===== config.mk =====
export PLATFORM = sky130hd
export DESIGN_NAME = game_counter_bcd
export DESIGN_NICKNAME = d
export VERILOG_FILES = /design/src/rtl/game_counter_bcd.sv
export SDC_FILE = /design/constraint.sdc
export NUM_CORES = 1
export LEC_CHECK = 0
export ABC_AREA = 1
export CAP_MARGIN = 0
export CORE_ASPECT_RATIO = 1.25
export CORE_UTILIZATION = 50
export DETAILED_ROUTE_END_ITERATION = 8
export PLACE_DENSITY = 0.72
export SLEW_MARGIN = 10
export SYNTH_ARGS = -nofsm -noshare
export SYNTH_HDL_FRONTEND = slang
export SYNTH_SLANG_ARGS = --single-unit

===== constraint.sdc =====
create_clock -name clk -period 1.8 [get_ports clk]
set_input_delay 0.27 -clock clk [delete_from_list [all_inputs] [get_ports clk]]
set_output_delay 0.27 -clock clk [all_outputs]
set_load 0.02 [all_outputs]

===== src/rtl/game_counter_bcd.sv =====
// game_counter_bcd: multi-digit BCD up/down score counter
// with hold-to-repeat buttons, preset load and wrap/saturate limits.
module game_counter_bcd #(
  parameter int NUM_DIGITS   = 2,
  parameter int MAX_VALUE    = 99,
  parameter int REPEAT_DELAY = 5000000,
  parameter int REPEAT_RATE  = 1000000
) (
  input  logic                    clk,
  input  logic                    reset,
  input  logic                    inc_btn,
  input  logic                    dec_btn,
  input  logic                    sat_mode,
  input  logic                    load,
  input  logic [4*NUM_DIGITS-1:0] load_value,
  output logic [4*NUM_DIGITS-1:0] value,
  output logic                    at_min,
  output logic                    at_max,
  output logic                    wrap_pulse,
  output logic                    sat_pulse
);

  localparam int W = 4 * NUM_DIGITS;

  function automatic logic [W-1:0] f_to_bcd(input int n);
    logic [W-1:0] b;
    int           r;
    b = '0;
    r = n;
    for (int i = 0; i < NUM_DIGITS; i++) begin
      b[4*i +: 4] = 4'(r % 10);
      r = r / 10;
    end
    return b;
  endfunction

  localparam logic [W-1:0] MAX_BCD = f_to_bcd(MAX_VALUE);

  localparam int TMAX = (REPEAT_DELAY > REPEAT_RATE) ?
                        REPEAT_DELAY : REPEAT_RATE;
  localparam int TW   = $clog2(TMAX + 1);
  localparam bit RPT_EN = (REPEAT_DELAY != 0);
  localparam logic [TW-1:0] DLY_M1 =
    TW'((REPEAT_DELAY > 0) ? REPEAT_DELAY - 1 : 0);
  localparam logic [TW-1:0] RATE_M1 = TW'(REPEAT_RATE - 1);

  logic [W-1:0]  r_value;
  logic          r_inc_q;
  logic          r_dec_q;
  logic [TW-1:0] r_tmr;
  logic          r_wrap;
  logic          r_sat;

  logic          w_inc_ex;
  logic          w_dec_ex;
  logic          w_held;
  logic          w_first;
  logic          w_rep;
  logic          w_up;
  logic          w_dn;
  logic [W-1:0]  w_inc_val;
  logic [W-1:0]  w_dec_val;
  logic          w_ld_bad;
  logic [W-1:0]  w_ld_val;
  logic [W-1:0]  w_nxt;
  logic          w_wrap;
  logic          w_sat;

  // A repeat fires once the countdown from the press (or load) expires.
  assign w_inc_ex = inc_btn & ~dec_btn;
  assign w_dec_ex = dec_btn & ~inc_btn;
  assign w_held   = w_inc_ex | w_dec_ex;
  assign w_first  = (w_inc_ex & ~r_inc_q) | (w_dec_ex & ~r_dec_q);
  assign w_rep    = RPT_EN && (r_tmr == '0);
  assign w_up     = w_inc_ex & (~r_inc_q | w_rep);
  assign w_dn     = w_dec_ex & (~r_dec_q | w_rep);

  // Ripple carry / borrow across the BCD digits.
  always_comb begin
    logic cy;
    logic bw;
    w_inc_val = r_value;
    w_dec_val = r_value;
    cy = 1'b1;
    bw = 1'b1;
    for (int i = 0; i < NUM_DIGITS; i++) begin
      if (cy) begin
        if (r_value[4*i +: 4] == 4'd9) begin
          w_inc_val[4*i +: 4] = 4'd0;
        end else begin
          w_inc_val[4*i +: 4] = r_value[4*i +: 4] + 4'd1;
          cy = 1'b0;
        end
      end
      if (bw) begin
        if (r_value[4*i +: 4] == 4'd0) begin
          w_dec_val[4*i +: 4] = 4'd9;
        end else begin
          w_dec_val[4*i +: 4] = r_value[4*i +: 4] - 4'd1;
          bw = 1'b0;
        end
      end
    end
  end

  // Preset is clamped to MAX on a bad digit or an out-of-range value;
  // with valid digits BCD order matches binary order.
  always_comb begin
    w_ld_bad = 1'b0;
    for (int i = 0; i < NUM_DIGITS; i++) begin
      if (load_value[4*i +: 4] > 4'd9) w_ld_bad = 1'b1;
    end
    w_ld_val = (w_ld_bad || (load_value > MAX_BCD)) ?
               MAX_BCD : load_value;
  end

  // Next count and status: load beats steps, limits wrap or saturate.
  always_comb begin
    w_nxt  = r_value;
    w_wrap = 1'b0;
    w_sat  = 1'b0;
    if (load) begin
      w_nxt = w_ld_val;
    end else if (w_up) begin
      if (r_value == MAX_BCD) begin
        if (sat_mode) begin
          w_sat = 1'b1;
        end else begin
          w_nxt  = '0;
          w_wrap = 1'b1;
        end
      end else begin
        w_nxt = w_inc_val;
      end
    end else if (w_dn) begin
      if (r_value == '0) begin
        if (sat_mode) begin
          w_sat = 1'b1;
        end else begin
          w_nxt  = MAX_BCD;
          w_wrap = 1'b1;
        end
      end else begin
        w_nxt = w_dec_val;
      end
    end
  end

  // Count, status pulses and button history.
  always_ff @(posedge clk or posedge reset) begin
    if (reset) begin
      r_value <= '0;
      r_wrap  <= 1'b0;
      r_sat   <= 1'b0;
      r_inc_q <= 1'b0;
      r_dec_q <= 1'b0;
    end else begin
      r_value <= w_nxt;
      r_wrap  <= w_wrap;
      r_sat   <= w_sat;
      r_inc_q <= w_inc_ex;
      r_dec_q <= w_dec_ex;
    end
  end

  // Repeat countdown: armed by a fresh press or a load, reloaded per repeat.
  always_ff @(posedge clk or posedge reset) begin
    if (reset) begin
      r_tmr <= '0;
    end else if (!w_held) begin
      r_tmr <= '0;
    end else if (load || w_first) begin
      r_tmr <= DLY_M1;
    end else if (w_rep) begin
      r_tmr <= RATE_M1;
    end else if (r_tmr != '0) begin
      r_tmr <= r_tmr - TW'(1);
    end
  end

  assign value      = r_value;
  assign at_min     = (r_value == '0);
  assign at_max     = (r_value == MAX_BCD);
  assign wrap_pulse = r_wrap;
  assign sat_pulse  = r_sat;

endmodule


==> flow_summary_export.csv <==
group,metric,value,unit
synth,synth_edf_count,0,
synth,yosysUniqueCellTypes,30,
clock_network,clock_path_buffers,2,
sta,period_share,95.9,%
setup_path,cp_slowest_stage_delay,0.37,ns
setup_path,worst-r2r-cell-count,12,
global_routing,grt_usage,25.6,%
route,vias_per_cell,5.07,
synth,synth_most_common_cell,"nand2_1",
place,pre_cts_ws,-0.210,ns
setup_path,r2r_setup_slack,0.09,ns
sta,max_slew_margin,69.2,%
cells_and_area,drive_gt1_share,30.3,%
synth,yosysWarnings,0,
route,drc_errors,0,
synth,yosysSeqAreaShare,35.9,%
sta,fmax,0.580,GHz
clock_network,cts.clk_slew.worst_paths,0.07,ns
power_and_ir_drop,leakagePower,1.75,nW
setup_path,critPathBufInv,2,
synth,postSynthAreaPerCell,7.24,sq um
sta,worst_pin_slew,0.462,ns
floorplanning,die_h,80.1,microns
clock_network,cts_made_buffers,5,
sta,rsz0062_at_grt,"yes",
clock_network,ctsHoldBuffers,0,
setup_path,path_class,"register to primary output",
place,placed_cells,466,
synth,synth_ff_type,"dfrtp_1",
setup_path,cpMaxStageDelayCell,"dfrtp_1",
clock_network,clk_latency,0.28,ns
global_routing,grt_overflow,0,
setup_path,path_cells,"inv_1, ha_1, nand3_2, nor2_4, clkdlybuf4s15_2",
cells_and_area,synthToLayoutAreaGrowth,42.2,%
floorplanning,die-area,5160,sq um
floorplanning,ios,26,
sta,final_max_slew_viol_count,0,
floorplanning,fp.dieW,64.5,microns
cells_and_area,final_util,73.3,%
synth,synth-seq-cells,35,
global_routing,grt_pass1_vias,2376,
sta,fin_worst_skew,0.00653,ns
place,io_buffer_count,25,
power_and_ir_drop,ir_drop,856,uV
outcome,outcome,"finished, final reports clean",
setup_path,startpoint_type,"register",
setup_path,timing.rr.start,"r_tmr[9]",
sta,hold_viol,0,
route,drt_iter0_drc,177,
min_path,hp-class,"input pin to asynchronous set/reset pin",
cells_and_area,fillers,388,
synth,mappedNetlistArea,2440,sq um
route,avgRoutedWirePerCell,13.1,microns
floorplanning,start_util,51.6,%
setup_path,crit_cells,5,
cells_and_area,nets,457,
global_routing,antenna_found_initial,0,
synth,async_flop_share,100,%
floorplanning,row_count,28,
setup_path,worstPathMaxFanout,3,
synth,synthesis.nets,361,
cells_and_area,stdcell_count,493,
route,via_count,2498,
setup_path,cp-end-kind,"primary output",
route,ant_nets,0,
synth,synthCells,337,
setup_path,cp_data_required_time,1.53,ns
clock_network,cts_tree,"yes",
synth,synth_area_leaders,"dfrtp_1 (36%), nand2_1 (12%), inv_1 (6.3%), nand3_1 (6.2%), nor2_1 (6.2%)",
setup_path,path_delay_family,"flip-flops",
sta,period_minus_slack,1.73,ns
route,dr.pass1.iters,4,
sta,worst_slack,0.0744,ns
sta,setup_viol,0,
synth,synth_top_area_share,35.9,%
job,drv_cap,0,
power_and_ir_drop,power_density,952,nW/um^2
place,hpwl,4.80,mm
cells_and_area,antenna_cells,0,
route,wl,6.47,mm
global_routing,grt_first_pass_wirelength,10.0,mm
clock_network,h-tree-depth,2,
global_routing,grt_max_degree,36,
power_and_ir_drop,total_power,3.30,mW
setup_path,critical_path_arrival,1.46,ns
place,gp_congestion,0.908,
setup_path,regToRegEndpoint,"value[0]",
synth,synth_top_area_cell,"dfrtp_1",
floorplanning,core,4730,sq um
synth,synth_commonest_cells,"nand2_1 (78), inv_1 (41), nor2_1 (40), dfrtp_1 (35), nand3_1 (30)",
clock_network,clock_sinks,35,
clock_network,cts_root_buffer,"clkbuf_8",
==> registers in the layout (all words and copies together), names as in the netlist <==
signal / cells
sat_pulse: 1
wrap_pulse: 1
value: 8
r_tmr: 23
r_dec_q: 1
r_inc_q: 1
==> power by group <==
group | switching (mW) | internal, mW | total (mW) | leakage, nW
Sequential | 0.0892 | 0.902 | 0.991 | 0.446
Clock | 0.276 | 0.300 | 0.576 | 0.0470
Combinational | 0.936 | 0.797 | 1.73 | 1.26
==> cell type report <==
cell class / count / area (sq um) / area share [%]
Clock inverter: 1 / 5.00 / 0.144
Sequential cell: 35 / 880 / 25.4
Clock buffer: 6 / 82.6 / 2.38
Tap cell: 60 / 75.1 / 2.16
Multi-Input combinational cell: 255 / 1500 / 43.4
Timing Repair Buffer: 90 / 747 / 21.5
Inverter: 46 / 175 / 5.05
==> cell families (layout without fill, tap and decap cells) <==
kind of cell | Yosys count | in the layout | share of synthesized area, %
XOR/XNOR | 15 | 15 | 5.38
AND/OR/NAND/NOR | 192 | 192 | 38.1
buffers and inverters | 47 | 143 | 7.38
AO/OA/AOI/OAI | 38 | 38 | 8.15
adder cells (fa/ha/maj) | 10 | 10 | 5.13
flip-flops | 35 | 35 | 35.9
==> layer usage <==
metal  share of wire (%)  GRT usage (%)  wire length, microns  vias up
met5                   0              0                     0        -
met4                 1.3           8.00                    82        0
met3                 2.5           3.41                   164        8
met2                  57           52.3                  3680       50
met1                  39           26.1                  2540     1167
li1                    -              -                     -     1273
==> placed cells by master, fill, tap and decap left out, drive strengths merged <==
master	count
xor2	8
nor3b	1
clkbuf	6
nand2	91
buf	66
nor4	1
o31ai	3
clkdlybuf4s15	1
o21ai	22
inv	44
nor2	52
nand4	9
a31oi	1
a21oi	12
or2	4
dfrtp	35
nand3b	1
nor3	1
ha	10
clkinv	3
nand3	32
clkdlybuf4s50	23
xnor2	7
==> stage by stage <==
stage,cell area (sq um),TNS [ns],hold slack [ns]
2_1_floorplan,2460,0,0.418
3_3_place_gp,3130,-1.92,0.553
3_5_place_dp,3130,-2.66,0.566
4_1_cts,3240,0,0.405
5_1_grt,3470,-0.245,0.455
6_report,3470,0,0.393
==> worst max path at each step <==
stage / startpoint / end / slack [ns]
after CTS: value[5] / at_min / 0.04
after global placement: inc_btn / value[4] / -0.16
final: value[1] / at_max / 0.07
after floorplan: value[5] / value[3] / 0.02
after detailed placement: inc_btn / value[7] / -0.21
after global routing: r_tmr[8] / value[4] / -0.06
==> tightest hold or removal path: stages <==
cell and delay [ns]:
clkdlybuf4s50_1 0.39, inv_1 0.05, buf_4 0.40
==> timing repair <==
action	CTS	global route
pin swaps	1	20
resized for setup	13	22
setup buffers	0	20
setup endpoints to repair	7	20
Power figures use the tool's default switching activity.
